[config.mk]
export PLATFORM = sky130hd
export DESIGN_NAME = single_stage_cipher_iter
export DESIGN_NICKNAME = d
export VERILOG_FILES = /design/src/rtl/cipher_pkg.sv /design/src/rtl/cipher_round_f.sv /design/src/rtl/single_stage_cipher_iter.sv
export SDC_FILE = /design/constraint.sdc
export NUM_CORES = 1
export LEC_CHECK = 0
export BUFFER_PORTS_ARGS = -buffer_cell sky130_fd_sc_hd__buf_2
export CORE_ASPECT_RATIO = 1.75
export CORE_MARGIN = 2
export CORE_UTILIZATION = 61
export CTS_CLUSTER_DIAMETER = 120
export DETAILED_ROUTE_END_ITERATION = 10
export PLACE_DENSITY = 0.9
export SLEW_MARGIN = 30
export SYNTH_ARGS = -nofsm -noshare
export SYNTH_HDL_FRONTEND = slang
export SYNTH_HIERARCHICAL = 1
export SYNTH_SLANG_ARGS = --single-unit
export TNS_END_PERCENT = 20
[constraint.sdc]
create_clock -name clk -period 5.8 [get_ports clk]
set_input_delay 0.29 -clock clk [delete_from_list [all_inputs] [get_ports clk]]
set_output_delay 0.29 -clock clk [all_outputs]
set_load 0.005 [all_outputs]
[src/rtl/cipher_pkg.sv]
// Shared constants for the iterative cipher: S-box tables, FSM state encoding,
// default round/rotation parameters and the small nibble/rotate helpers.
package cipher_pkg;

    localparam int NUM_ROUNDS_DEF = 4;
    localparam int KEY_ROT_DEF    = 1;

    typedef logic [1:0] state_t;
    localparam state_t ST_IDLE = 2'd0;
    localparam state_t ST_RUN  = 2'd1;
    localparam state_t ST_DONE = 2'd2;

    localparam logic [3:0] P_TAB [16] = '{
        4'd3, 4'd15, 4'd14, 4'd0, 4'd5, 4'd4, 4'd11, 4'd12,
        4'd13, 4'd10, 4'd9, 4'd6, 4'd7, 4'd8, 4'd2, 4'd1
    };
    localparam logic [3:0] Q_TAB [16] = '{
        4'd9, 4'd14, 4'd5, 4'd6, 4'd10, 4'd2, 4'd3, 4'd12,
        4'd15, 4'd0, 4'd4, 4'd13, 4'd7, 4'd11, 4'd1, 4'd8
    };

    // Nibble mixers: top two bits of x with top two of y, etc.
    function automatic logic [3:0] mix_hi(input logic [3:0] x, input logic [3:0] y);
        return (x & 4'hC) | (y >> 2);
    endfunction

    function automatic logic [3:0] mix_mid(input logic [3:0] x, input logic [3:0] y);
        return (x << 2) | (y >> 2);
    endfunction

    function automatic logic [3:0] mix_lo(input logic [3:0] x, input logic [3:0] y);
        return (x & 4'h3) | ((y << 2) & 4'hC);
    endfunction

    function automatic logic [15:0] rotl16(input logic [15:0] x, input logic [3:0] amt);
        logic [31:0] t;
        t = {x, x} << amt;
        return t[31:16];
    endfunction

endpackage

[src/rtl/cipher_round_f.sv]
// Combinational round function F: three layers of P/Q substitutions with
// nibble mixing between layers.
module cipher_round_f
    import cipher_pkg::*;
(
    input  logic [15:0] i_x,
    output logic [15:0] o_y
);

    logic [3:0] w_a, w_b, w_c, w_d;
    logic [3:0] w_e, w_f, w_g, w_h;

    assign w_a = P_TAB[i_x[15:12]];
    assign w_b = Q_TAB[i_x[11:8]];
    assign w_c = P_TAB[i_x[7:4]];
    assign w_d = Q_TAB[i_x[3:0]];

    assign w_e = Q_TAB[mix_hi(w_a, w_b)];
    assign w_f = P_TAB[mix_mid(w_a, w_c)];
    assign w_g = Q_TAB[mix_mid(w_b, w_d)];
    assign w_h = P_TAB[mix_lo(w_d, w_c)];

    assign o_y = {P_TAB[mix_hi(w_e, w_f)], Q_TAB[mix_mid(w_e, w_g)],
                  P_TAB[mix_mid(w_f, w_h)], Q_TAB[mix_lo(w_h, w_g)]};

endmodule

[src/rtl/single_stage_cipher_iter.sv]
// Iterative 4x16-bit block cipher, one round per clock, valid/ready on both sides.
// Optional CIPHER_PERF_CNT_EN adds a 32-bit completed-block counter (blk_cnt).
//   state   | meaning
//   IDLE    | in_ready=1, waiting for a block
//   RUN     | one round per cycle on the captured block
//   DONE    | result published on o_d*, held until out_ready
module single_stage_cipher_iter
    import cipher_pkg::*;
#(
    parameter int NUM_ROUNDS = NUM_ROUNDS_DEF,
    parameter int KEY_ROT    = KEY_ROT_DEF
) (
    input  logic        clk,
    input  logic        rst_n,
    input  logic [15:0] i_d0,
    input  logic [15:0] i_d1,
    input  logic [15:0] i_d2,
    input  logic [15:0] i_d3,
    input  logic [15:0] key,
    input  logic        mode,
    input  logic        in_valid,
    output logic        in_ready,
    output logic [15:0] o_d0,
    output logic [15:0] o_d1,
    output logic [15:0] o_d2,
    output logic [15:0] o_d3,
    output logic        out_valid,
    input  logic        out_ready
`ifdef CIPHER_PERF_CNT_EN
    ,
    output logic [31:0] blk_cnt
`endif
);

    localparam logic [3:0] LAST_R = 4'(NUM_ROUNDS - 1);
    localparam logic [3:0] KR     = 4'(KEY_ROT);

    state_t      r_state;
    logic [3:0]  r_round;
    logic [15:0] r_key;
    logic        r_mode;
    logic [15:0] r_w0, r_w1, r_w2, r_w3;

    logic [3:0]  w_rot_amt;
    logic [15:0] w_k;
    logic [15:0] w_fa_in, w_fa_out, w_fb_in, w_fb_out;
    logic [15:0] w_n0, w_n1, w_n2, w_n3;
    logic        w_last;
    logic        w_handshake;

    // 4-bit product wraps naturally, giving the mod-16 rotate amount
    assign w_rot_amt = r_round * KR;
    assign w_k       = rotl16(r_key, w_rot_amt);

    // Decrypt feeds F with w0/w3 directly; encrypt must first recover them
    assign w_fa_in = r_mode ? (~r_w1 ^ w_k) : r_w0;
    assign w_fb_in = r_mode ? (~r_w2 ^ w_k) : r_w3;

    cipher_round_f u_f_a (.i_x(w_fa_in), .o_y(w_fa_out));
    cipher_round_f u_f_b (.i_x(w_fb_in), .o_y(w_fb_out));

    always_comb begin
        w_n0 = w_fb_out ^ r_w2;
        w_n1 = ~(r_w0 ^ w_k);
        w_n2 = ~(r_w3 ^ w_k);
        w_n3 = w_fa_out ^ r_w1;
        if (r_mode) begin
            w_n0 = w_fa_in;
            w_n1 = r_w3 ^ w_fa_out;
            w_n2 = r_w0 ^ w_fb_out;
            w_n3 = w_fb_in;
        end
    end

    assign w_last      = r_mode ? (r_round == 4'd0) : (r_round == LAST_R);
    assign in_ready    = (r_state == ST_IDLE);
    assign w_handshake = (r_state == ST_DONE) && out_valid && out_ready;

    always_ff @(posedge clk or negedge rst_n) begin
        if (!rst_n) begin
            r_state   <= ST_IDLE;
            r_round   <= '0;
            r_key     <= '0;
            r_mode    <= 1'b0;
            r_w0      <= '0;
            r_w1      <= '0;
            r_w2      <= '0;
            r_w3      <= '0;
            o_d0      <= '0;
            o_d1      <= '0;
            o_d2      <= '0;
            o_d3      <= '0;
            out_valid <= 1'b0;
        end else begin
            case (r_state)
                ST_IDLE: begin
                    if (in_valid) begin
                        r_w0    <= i_d0;
                        r_w1    <= i_d1;
                        r_w2    <= i_d2;
                        r_w3    <= i_d3;
                        r_key   <= key;
                        r_mode  <= mode;
                        r_round <= mode ? LAST_R : 4'd0;
                        r_state <= ST_RUN;
                    end
                end
                ST_RUN: begin
                    r_w0 <= w_n0;
                    r_w1 <= w_n1;
                    r_w2 <= w_n2;
                    r_w3 <= w_n3;
                    if (w_last) begin
                        r_state <= ST_DONE;
                    end else begin
                        r_round <= r_mode ? r_round - 4'd1 : r_round + 4'd1;
                    end
                end
                ST_DONE: begin
                    // First DONE cycle registers the result; afterwards hold it
                    if (!out_valid) begin
                        o_d0      <= r_w0;
                        o_d1      <= r_w1;
                        o_d2      <= r_w2;
                        o_d3      <= r_w3;
                        out_valid <= 1'b1;
                    end else if (out_ready) begin
                        out_valid <= 1'b0;
                        r_state   <= ST_IDLE;
                    end
                end
                default: r_state <= ST_IDLE;
            endcase
        end
    end

`ifdef CIPHER_PERF_CNT_EN
    always_ff @(posedge clk or negedge rst_n) begin
        if (!rst_n) begin
            blk_cnt <= '0;
        end else if (w_handshake) begin
            blk_cnt <= blk_cnt + 32'd1;
        end
    end
`endif

endmodule

==> results.py <==
metrics = {
    "global_route": {
        "antenna_found_initial": 0,
        "grt_pass1_vias": 13400,
        "grt_max_degree": 87,
        "overflow": 0,
        "grt_pass1_wl_um": 69700,
        "globalRouteTotalUtil": 0.352,
    },
    "detailed_routing": {
        "drt_iter0_markers": 1256,
        "via_per_inst": 6.58,
        "num_vias": 13500,
        "wire_per_inst_um": 21.9,
        "ant_nets": 0,
        "drc": 0,
        "dr.pass1.iters": 6,
        "wl_um": 45000,
    },
    "sta": {
        "final.min_clock_period_ps": 5740,
        "maxSlewHeadroom": 0.426,
        "setup_viol": 0,
        "slew_viol_final": 0,
        "finalHoldViolCount": 0,
        "fmax_ghz": 0.174,
        "worst-slew-pin-transition_ps": 860,
        "fin_crit_sh": 0.989,
        "finalClockSkew_ps": 12.5,
    },
    "yosys": {
        "synth.cell_area_mm2": 0.0147,
        "ys.flop_type": "dfrtp_1",
        "async_flop_share": 1.00,
        "synth_warnings": 6,
        "synth-seq-cells": 152,
        "synth_fp_nets": 1771,
        "syn_inst": 1601,
        "ys_types": 87,
        "synth-edff-count": 0,
        "postSynthAreaPerCell_um2": 9.20,
        "synth-seq-area-share": 0.258,
    },
    "setup_path": {
        "crit_type": "reg2reg",
        "crit_family": "compound AO/OA/AOI/OAI gates",
        "slowest_delay_ps": 480,
        "crit_chain": "buf_4, nand2_1, o22ai_1, a221o_1, mux2i_2, xor2_1, a21oi_1, inv_1, ha_1, or3_1, o211a_1, mux2i_1, mux2_2, and2_1, a21o_1, a211oi_2, xnor2_1, nor2_1, a221oi_1, o21ai_0",
        "slowest_stage": "dfrtp_2",
        "startpoint_type": "register",
        "path_max_fanout": 10,
        "crit_buf_inv": 2,
        "endpoint_kind": "register",
        "worstPathArrival_ps": 6030,
        "critical_path_required_ps": 6100,
    },
    "cells_and_area": {
        "final_area_mm2": 0.0167,
        "layout.nets": 1901,
        "area_delta_synth_final_pct": 13.6,
        "seq_area_mm2": 0.00381,
        "fin_cells": 2052,
        "nFillCells": 1697,
        "utilization": 0.702,
        "multi_input_area_mm2": 0.0101,
        "diodes": 0,
        "drive_gt1_frac": 0.272,
    },
    "die": {
        "io_pins": 151,
        "placementRows": 75,
        "die_area_mm2": 0.0255,
        "die_w_um": 121,
        "start_util": 0.618,
        "core_mm2": 0.0238,
        "fp.dieH_um": 210,
    },
    "clocking": {
        "cts_root_buffer": "clkbuf_16",
        "clk_pin_slew_worst_paths_ps": 60,
        "cts_sinks": 152,
        "cts_tree": "built",
        "cts_buffers": 17,
        "clk_latency_ps": 460,
        "htreeDepth": 4,
        "clock_path_buffers": 2,
    },
    "placement": {
        "place_area_mm2": 0.0159,
        "routabilityCongestion": 0.983,
        "numPortBuffers": 150,
        "place_inst": 2009,
        "dp.final_hpwl_um": 32900,
    },
    "hold_path": {
        "min_path_type": "in2reg",
    },
    "run": {
        "drv_cap": 0,
    },
    "run_status": {
        "status": "finished, final reports clean",
    },
}
## layer usage
metal / share of wire / global-route usage
met5: 0 / 0
met4: 0.091 / 0.274
met3: 0.072 / 0.0620
met2: 0.49 / 0.593
met1: 0.35 / 0.385
## per-stage QoR
step,TNS (ps),hold WS [ps],setup slack (ps)
6_report,0,20.5,61.1
5_1_grt,-152,16.2,-49.1
4_1_cts,0,0.237,69.3
3_5_place_dp,-126,388,-101
3_3_place_gp,0,385,146
2_1_floorplan,0,-5.59,506
## state kept, by name, summed over array words and instances, names as in the netlist, 2 cells and up
register	count
o_d0	16
r_w3	16
o_d1	16
r_w1	16
r_w0	16
o_d2	16
r_w2	16
r_round	4
r_key	16
o_d3	16
r_state	2
## cells in the final DEF, fill, tap and decap left out, types with 8 or more instances in the layout
cell type and n:
nand2_1 134, dfrtp_1 149, buf_2 150, nor2_1 110, inv_1 81, or3_1 9, mux2i_1 88, xnor2_1 93
a21oi_2 12, o211ai_1 16, xor2_1 139, buf_4 95, nand3_1 15, o22ai_1 26, a21oi_1 45, clkbuf_16 17
o221ai_1 35, nor2b_1 9, a32oi_1 14, ha_1 84, mux2_2 101, o21ai_1 10, a211oi_1 8, o21ai_0 53
a221oi_1 31, mux4_2 21, nand2b_1 9, nor3_1 13
## repair_timing
item	in CTS	in global routing
endpoints found under the setup margin	4	34
hold endpoints to repair	87	0
pin swaps	0	2
hold buffers	3	0
resized for setup	2	26
setup buffers	0	8
## cell families (layout without fill, tap and decap cells)
group                    after synthesis  in the layout  share of synthesized area
AO/OA/AOI/OAI                        348            348                      0.181
AND/OR/NAND/NOR                      336            336                      0.100
XOR/XNOR                             232            232                      0.138
buffers and inverters                225            368                     0.0656
multiplexers                         223            223                      0.185
flip-flops                           152            152                      0.258
adder cells (fa/ha/maj)               85             85                     0.0727
## synthesized netlist by cell type (5+ instances only)
library cell | instances | area [um^2]
a21o_1 | 7 | 52.6
o31ai_1 | 5 | 37.5
a211o_1 | 5 | 43.8
mux4_2 | 21 | 473
nor2b_1 | 11 | 68.8
a211oi_1 | 9 | 67.6
o21ai_0 | 56 | 280
nand2b_1 | 10 | 62.6
buf_6 | 6 | 67.6
and2_1 | 6 | 37.5
and3_1 | 6 | 37.5
a221o_1 | 6 | 60.1
o22ai_1 | 26 | 163
nand3_1 | 15 | 75.1
a221oi_1 | 32 | 280
o211ai_1 | 16 | 120
nand2_1 | 134 | 503
a21oi_1 | 53 | 265
o221ai_1 | 36 | 315
o211a_1 | 7 | 70.1
nor3_1 | 13 | 65.1
mux2i_2 | 6 | 82.6
o21a_1 | 7 | 52.6
buf_2 | 34 | 170
nor2_1 | 112 | 420
xor2_1 | 139 | 1220
or3_1 | 9 | 56.3
clkbuf_1 | 85 | 319
ha_1 | 84 | 1050
xnor2_1 | 93 | 815
o21ai_1 | 7 | 35.0
a22oi_1 | 6 | 45.0
buf_1 | 7 | 26.3
mux2i_1 | 89 | 891
inv_1 | 81 | 304
a32oi_1 | 14 | 123
a31oi_1 | 6 | 37.5
dfrtp_1 | 152 | 3800
mux2_2 | 101 | 1140
## final cells by class
type | count | share of cell area
inverter | 86 | 0.0193
clock buffer | 18 | 0.0262
timing repair buffer | 250 | 0.0911
clock inverter | 14 | 0.0117
tap | 308 | 0.0230
sequential | 152 | 0.227
multi-input combinational | 1224 | 0.601
## worst reg2reg max path, delay by kind of cell, from the launching register on
| kind | cells | cell delay (ps) |
|---|---|---|
| AO/OA/AOI/OAI | 8 | 2230 |
| multiplexers | 3 | 990 |
| AND/OR/NAND/NOR | 4 | 890 |
| flip-flops | 1 | 480 |
| adder cells (fa/ha/maj) | 1 | 360 |
| XOR/XNOR | 2 | 320 |
| buffers and inverters | 2 | 290 |
## final timing paths
check                      depth (start not counted)  slack (ps)          to  startpoint
max in group asynchronous                          3        3970      r_mode       rst_n
hold / removal                                     3          20   r_key[15]     key[15]
hold reg to reg                                    1         500     o_d0[4]     o_d0[4]
min in group asynchronous                          2         440  r_round[3]       rst_n
setup / recovery                                  20          60     r_w1[8]  r_round[3]
setup reg to reg                                  20          60     r_w1[8]  r_round[3]
Power is left out: the tool's default activity adds up to more than one toggle a clock period on the data nets, which glitch-free logic cannot reach.
